`config.mk`:
```
export PLATFORM = sky130hd
export DESIGN_NAME = odd_even_sort_ctrl_flat
export DESIGN_NICKNAME = d
export VERILOG_FILES = /design/src/rtl/odd_even_sort_ctrl_pkg.sv /design/src/rtl/odd_even_sort_ctrl_if.sv /design/src/rtl/cmp_swap_cell.sv /design/src/rtl/odd_even_sort_ctrl.sv /design/src/flat_wrapper.sv
export SDC_FILE = /design/constraint.sdc
export NUM_CORES = 1
export LEC_CHECK = 0
export BUFFER_PORTS_ARGS = -buffer_cell sky130_fd_sc_hd__buf_2
export CAP_MARGIN = 20
export CORE_MARGIN = 1.5
export CORE_UTILIZATION = 49
export DETAILED_ROUTE_END_ITERATION = 6
export PLACE_DENSITY = 0.77
export RECOVER_POWER = 100
export SYNTH_ARGS = -nofsm -noshare
export SYNTH_HDL_FRONTEND = slang
export SYNTH_SLANG_ARGS = --single-unit
```
`constraint.sdc`:
```
create_clock -name clk -period 4.9 [get_ports clk]
set_input_delay 0.98 -clock clk [delete_from_list [all_inputs] [get_ports clk]]
set_output_delay 0.98 -clock clk [all_outputs]
set_load 0.03 [all_outputs]
```
`src/rtl/odd_even_sort_ctrl_pkg.sv`:
```
// Shared types and default sizing for the odd-even transposition sorter.
package odd_even_sort_ctrl_pkg;

    localparam int DEF_N = 8;
    localparam int DEF_W = 8;

    typedef enum logic [1:0] {
        ST_IDLE  = 2'd0,
        ST_SORT  = 2'd1,
        ST_DRAIN = 2'd2
    } state_e;

endpackage

```
`src/rtl/odd_even_sort_ctrl_if.sv`:
```
// Load/drain bus of the sorter plus its status flags.
// Valid/ready: a word moves on every rising clk where valid and ready are both 1;
// the sender holds data stable while valid is high and ready is low.
interface odd_even_sort_ctrl_if #(
    parameter int W = 8
) ();

    logic         in_valid;
    logic         in_ready;
    logic [W-1:0] in_data;
    logic         out_valid;
    logic         out_ready;
    logic [W-1:0] out_data;
    logic         busy;
    logic         sort_done;

    modport master (
        output in_valid,
        output in_data,
        output out_ready,
        input  in_ready,
        input  out_valid,
        input  out_data,
        input  busy,
        input  sort_done
    );

    modport slave (
        input  in_valid,
        input  in_data,
        input  out_ready,
        output in_ready,
        output out_valid,
        output out_data,
        output busy,
        output sort_done
    );

endinterface

```
`src/rtl/cmp_swap_cell.sv`:
```
// Unsigned compare-and-swap of one adjacent pair; equal values pass straight through.
module cmp_swap_cell #(
    parameter int W = 8
) (
    input  logic [W-1:0] a,
    input  logic [W-1:0] b,
    output logic [W-1:0] lo,
    output logic [W-1:0] hi,
    output logic         swapped
);

    assign swapped = (a > b);
    assign lo      = swapped ? b : a;
    assign hi      = swapped ? a : b;

endmodule

```
`src/rtl/odd_even_sort_ctrl.sv`:
```
// Loads N words, sorts them ascending with one odd-even transposition phase per
// cycle, then drains them in order over a valid/ready stream.
module odd_even_sort_ctrl
    import odd_even_sort_ctrl_pkg::*;
#(
    parameter int N = DEF_N,
    parameter int W = DEF_W
) (
    input  logic                 clk,
    input  logic                 reset,
    odd_even_sort_ctrl_if.slave  bus,
    output state_e               state_o
);

    localparam int             IW   = $clog2(N);
    localparam logic [IW-1:0]  LAST = IW'(N - 1);

    state_e        state_q, state_d;
    logic [IW-1:0] idx_q, idx_d;
    logic [IW-1:0] phase_q, phase_d;
    logic          swap_prev_q, swap_prev_d;
    logic [W-1:0]  slot_q [N];
    logic [W-1:0]  slot_d [N];

    logic [W-1:0]  cell_lo [N-1];
    logic [W-1:0]  cell_hi [N-1];
    logic [N-2:0]  cell_sw;
    logic [W-1:0]  phase_out [N];
    logic          phase_swapped;
    logic          sort_exit;
    logic          in_fire;
    logic          out_fire;

    for (genvar i = 0; i < N - 1; i++) begin : g_cell
        cmp_swap_cell #(.W(W)) u_cell (
            .a       (slot_q[i]),
            .b       (slot_q[i+1]),
            .lo      (cell_lo[i]),
            .hi      (cell_hi[i]),
            .swapped (cell_sw[i])
        );
    end

    // Even phases take cells 0,2,4..; odd phases take cells 1,3,5..; the
    // selected pairs never overlap, so each slot has at most one writer.
    always_comb begin
        phase_out     = slot_q;
        phase_swapped = 1'b0;
        for (int i = 0; i < N - 1; i++) begin
            if ((i % 2) == int'(phase_q[0])) begin
                phase_out[i]   = cell_lo[i];
                phase_out[i+1] = cell_hi[i];
                phase_swapped  = phase_swapped | cell_sw[i];
            end
        end
    end

    // Two consecutive quiet phases cover both pair alignments: the array is sorted.
    assign sort_exit = (state_q == ST_SORT) &&
                       ((phase_q == LAST) ||
                        ((phase_q != '0) && !phase_swapped && !swap_prev_q));

    assign in_fire  = (state_q == ST_IDLE)  && bus.in_valid;
    assign out_fire = (state_q == ST_DRAIN) && bus.out_ready;

    always_ff @(posedge clk or negedge reset) begin
        if (!reset) begin
            state_q     <= ST_IDLE;
            idx_q       <= '0;
            phase_q     <= '0;
            swap_prev_q <= 1'b0;
            for (int i = 0; i < N; i++) slot_q[i] <= '0;
        end else begin
            state_q     <= state_d;
            idx_q       <= idx_d;
            phase_q     <= phase_d;
            swap_prev_q <= swap_prev_d;
            slot_q      <= slot_d;
        end
    end

    always_comb begin
        state_d     = state_q;
        idx_d       = idx_q;
        phase_d     = phase_q;
        swap_prev_d = swap_prev_q;
        slot_d      = slot_q;
        case (state_q)
            ST_IDLE: begin
                if (in_fire) begin
                    slot_d[idx_q] = bus.in_data;
                    if (idx_q == LAST) begin
                        idx_d       = '0;
                        phase_d     = '0;
                        swap_prev_d = 1'b0;
                        state_d     = ST_SORT;
                    end else begin
                        idx_d = idx_q + 1'b1;
                    end
                end
            end
            ST_SORT: begin
                slot_d      = phase_out;
                swap_prev_d = phase_swapped;
                if (sort_exit) begin
                    phase_d = '0;
                    state_d = ST_DRAIN;
                end else begin
                    phase_d = phase_q + 1'b1;
                end
            end
            ST_DRAIN: begin
                if (out_fire) begin
                    if (idx_q == LAST) begin
                        idx_d   = '0;
                        state_d = ST_IDLE;
                    end else begin
                        idx_d = idx_q + 1'b1;
                    end
                end
            end
            default: begin
                state_d = ST_IDLE;
                idx_d   = '0;
                phase_d = '0;
            end
        endcase
    end

    always_comb begin
        bus.in_ready  = (state_q == ST_IDLE);
        bus.out_valid = (state_q == ST_DRAIN);
        bus.out_data  = (state_q == ST_DRAIN) ? slot_q[idx_q] : '0;
        bus.busy      = (state_q != ST_IDLE);
        bus.sort_done = sort_exit;
    end

    assign state_o = state_q;

endmodule

```
`src/flat_wrapper.sv`:
```
// flat-port wrapper written by rule: the top's interface ports become plain ports
module odd_even_sort_ctrl_flat import odd_even_sort_ctrl_pkg::*;
#(
    parameter int N = DEF_N,
    parameter int W = DEF_W
)
  (clk, reset, state_o, bus_in_valid, bus_in_data, bus_out_ready, bus_in_ready, bus_out_valid, bus_out_data, bus_busy, bus_sort_done);
  odd_even_sort_ctrl_if #(.W(W)) bus_i ();
  input  logic clk;
  input  logic reset;
  output state_e state_o;
  input wire logic [$bits(bus_i.in_valid)-1:0] bus_in_valid;
  input wire logic [$bits(bus_i.in_data)-1:0] bus_in_data;
  input wire logic [$bits(bus_i.out_ready)-1:0] bus_out_ready;
  output wire logic [$bits(bus_i.in_ready)-1:0] bus_in_ready;
  output wire logic [$bits(bus_i.out_valid)-1:0] bus_out_valid;
  output wire logic [$bits(bus_i.out_data)-1:0] bus_out_data;
  output wire logic [$bits(bus_i.busy)-1:0] bus_busy;
  output wire logic [$bits(bus_i.sort_done)-1:0] bus_sort_done;
  assign bus_i.in_valid = bus_in_valid;
  assign bus_i.in_data = bus_in_data;
  assign bus_i.out_ready = bus_out_ready;
  assign bus_in_ready = bus_i.in_ready;
  assign bus_out_valid = bus_i.out_valid;
  assign bus_out_data = bus_i.out_data;
  assign bus_busy = bus_i.busy;
  assign bus_sort_done = bus_i.sort_done;
  odd_even_sort_ctrl #(.N(N), .W(W)) u_core (.clk(clk), .reset(reset), .bus(bus_i), .state_o(state_o));
endmodule
```
==> results.md <==
* Status: finished with violations
* Failing checks: capacitance limit, slew limit
* Syn Inst Count at 672
* RSZ-0062 raised after global routing: false
* Largest net degree at the start of global routing at 74
* Net Sw Frac at approximately 50%
* Ys flop type: dfrtp_1
* Comb pwr share at between 60% and 70%
* Netlist cell types at 48
* TritonCTS Buffers at 9
* Pins over their slew limit at 95
* Internal power at 2.69 mW
* WL final at 18500 um
* GRT Overall Usage at between 20% and 30%
* Synthesized area at 6210 sq um
* R2R Path End: u_core.slot_q[19]$_DFFE_PN0P_
* Worst VDD drop at 0.279 mV
* Switching power at 2.67 mW
* Slew @ Worst Pin at 1930 ps
* Post-CTS setup buffer count at 0
* Net Count, Synth at roughly 750
* Via count at ~5600
* Placed cell count at 836
* Maximum clock path buffer count at 2
* WHS Path Cells at 2
* DRC at 0
* Clock sinks at 73
* Final Cycle Share at 84.4%
* Hold Path Sink: u_core.phase_q[1]$_DFFE_PN0P_
* Hold-fix buffers, CTS at 0
* DR WL/cell at between 20 and 25 um
* Clk pwr share at around 14%
* I/O pin cnt at 26
* Synth Register Bits at 73
* Pwr Density at ~800 nW/um^2
* Seq pwr share at 25.9%
* Worst Path Required at 3920 ps
* Hpwl dp at approximately 13000 um
* Worst Skew at around 4.8 ps
* Initial antenna violation count at 0
* Clk_lat worst skew at roughly 350 ps
* Placer Congestion at approximately 0.99
* Chip width at approximately 120 um
* Final setup viols at 0
* TritonCTS clock tree: done
* Fmax at roughly 240 MHz
* Worst R2R Path Depth at 6
* Port Buffers at 25
* Crit path time final at between 4000 and 5000 ps
* Final net count at roughly 750
* Worst hold start: u_core.phase_q[1]$_DFFE_PN0P_
* Std-Cell Rows at 40
* Most frequent cells in the layout: 72 x dfrtp_1, 64 x inv_1, 61 x mux2i_1, 61 x ha_1, 54 x mux2_2
* N_diodes at 0
* Critical Path End Type: primary output
* Clk pin slew, worst setup/hold paths at roughly 60 ps
* GR Overflow Total at 0
* Post-cts sizing count at 0
* H-tree levels at 3
* Root Buffer: clkbuf_16
* Worst reg2reg startpoint: u_core.idx_q[2]$_DFFE_PN0P_
* Initial core utilization at approximately 51%
* Post-route ant nets at 0
* Number of DRC markers in iteration 0 at 575
* First-pass GRT wire length at slightly below 30000 um
* Hold Fails Final Rpt at 0
* CORE AREA at about 12000 sq um
* Non-filler cells, final at approximately 850
* Total negative slack at 0 ps
* Die Area at 13300 sq um
* Drt first pass iters at 5
* Commonest non-fill, non-tap cell in the layout: dfrtp_1
* Critical Path Source Type: flop
* Synth warn at 0
* Layout cells sized above 1 at a little over an eighth
* Final Util at between 50% and 60%
* CP max FO at 27
* Sequential element share of the synthesized area at 29.4%
* Ys async rst share at 100%
* Slew headroom at -30.0%
* Vias in the first global route at ~5400
* LEAKAGE at 2.86 nW
* Max-cap violations at 5
* WP data arrival at around 3200 ps
* Vias per inst at 6.58
* FF-to-FF setup slack at 780 ps
* Hold Crit Class: flop to flop
* Setup CP Type: flop to primary output
* Syn avg cell area at roughly 9.2 sq um
* EDFF count, synth at 0
* Die Ht at about 120 um
* Area Growth Syn to Fin at 6.77%
[cell usage after synthesis, types with 3 or more instances]
cell | instances | share of area [%]
a21oi_1 | 46 | 3.7
nor2b_1 | 13 | 1.3
a211oi_4 | 6 | 1.9
a21o_1 | 5 | 0.60
nand3_1 | 9 | 0.73
inv_1 | 63 | 3.8
nand4_1 | 15 | 1.5
dfrtp_1 | 73 | 29
clkbuf_1 | 15 | 0.91
ha_1 | 61 | 12
nand2_1 | 44 | 2.7
buf_2 | 10 | 0.81
mux2i_1 | 61 | 9.8
o21a_1 | 3 | 0.36
a22o_1 | 10 | 1.4
nor2_1 | 26 | 1.6
o211ai_1 | 9 | 1.1
buf_1 | 9 | 0.54
a22oi_1 | 13 | 1.6
o22ai_1 | 53 | 5.3
a221oi_1 | 6 | 0.85
a31oi_1 | 8 | 0.81
o21ai_0 | 25 | 2.0
nand2b_1 | 5 | 0.50
inv_2 | 3 | 0.18
mux2_2 | 54 | 9.8
[kinds of logic after synthesis]
| group | count (synthesis) | share of synthesized area, % |
|---|---|---|
| compound gates | 192 | 20.9 |
| fa+ha+maj | 61 | 12.3 |
| buf+inv | 101 | 6.37 |
| flops | 73 | 29.4 |
| mux | 118 | 20.4 |
| simple gates | 127 | 10.6 |
[critical path, stage by stage (launching register included)]
cell and delay [ps]:
dfrtp_1 910, clkbuf_1 680, nand2_1 180, o21ai_0 130, a221oi_1 140, a21oi_1 200, nor2_1 100, nor2_1 120
clkbuf_1 330
[worst max path at each step]
stage	end	cells after the start	from
finish	bus_out_data[0]	8	u_core.idx_q[2]$_DFFE_PN0P_
global placement	bus_sort_done	7	u_core.slot_q[30]$_DFFE_PN0P_
detailed placement	u_core.slot_q[0]$_DFFE_PN0P_	6	u_core.state_o[1]$_DFFE_PN0P_
CTS	bus_sort_done	8	u_core.slot_q[23]$_DFFE_PN0P_
floorplan	bus_sort_done	7	u_core.slot_q[23]$_DFFE_PN0P_
global route	bus_out_data[1]	7	u_core.idx_q[2]$_DFFE_PN0P_
[metal layers]
| metal | routed length (um) | vias to the layer above | part of all wire (%) | track usage (%) |
|---|---|---|---|---|
| met3 | 1490 | 70 | 8.0 | 5.02 |
| met5 | 0 | - | 0 | 0 |
| met2 | 8210 | 313 | 44 | 45.2 |
| met1 | 7860 | 2715 | 42 | 37.8 |
| li1 | - | 2508 | - | - |
| met4 | 934 | 0 | 5.1 | 15.9 |
[per-stage QoR]
| stage | hold WS [ps] | cell area (sq um) | setup WS [ps] | power (mW) |
|---|---|---|---|---|
| floorplan | 472 | 6210 | 1670 | 3.77 |
| global placement | 498 | 6440 | 1650 | 4.55 |
| detailed placement | 516 | 6440 | 1560 | 4.67 |
| CTS | 531 | 6770 | 1180 | 5.44 |
| global route | 562 | 6630 | 642 | 5.74 |
| finish | 529 | 6630 | 766 | 5.36 |
[state kept, by name, indices dropped and copies added (netlist names)]
| name | flops |
|---|---|
| u_core.phase_q | 3 |
| u_core.idx_q | 3 |
| u_core.swap_prev_q | 1 |
| u_core.slot_q | 64 |
| u_core.state_o | 2 |
[layout make-up]
class	count	area (sq um)
clock buffers	14	264
clock inverters	2	60.1
flip-flops and latches	73	1830
well taps	168	210
fillers	1109	5540
inverters	66	248
repair buffers	31	145
multi-input cells	498	3870
[power by group through the flow]
stage	logic (mW)	registers (mW)	clock network [mW]
after detailed placement	3.29	1.39	0
after global routing	3.56	1.41	0.765
after CTS	3.32	1.38	0.747
after floorplan	2.68	1.10	0
final	3.24	1.39	0.737
after global placement	3.17	1.38	0
Power figures use the tool's default switching activity.
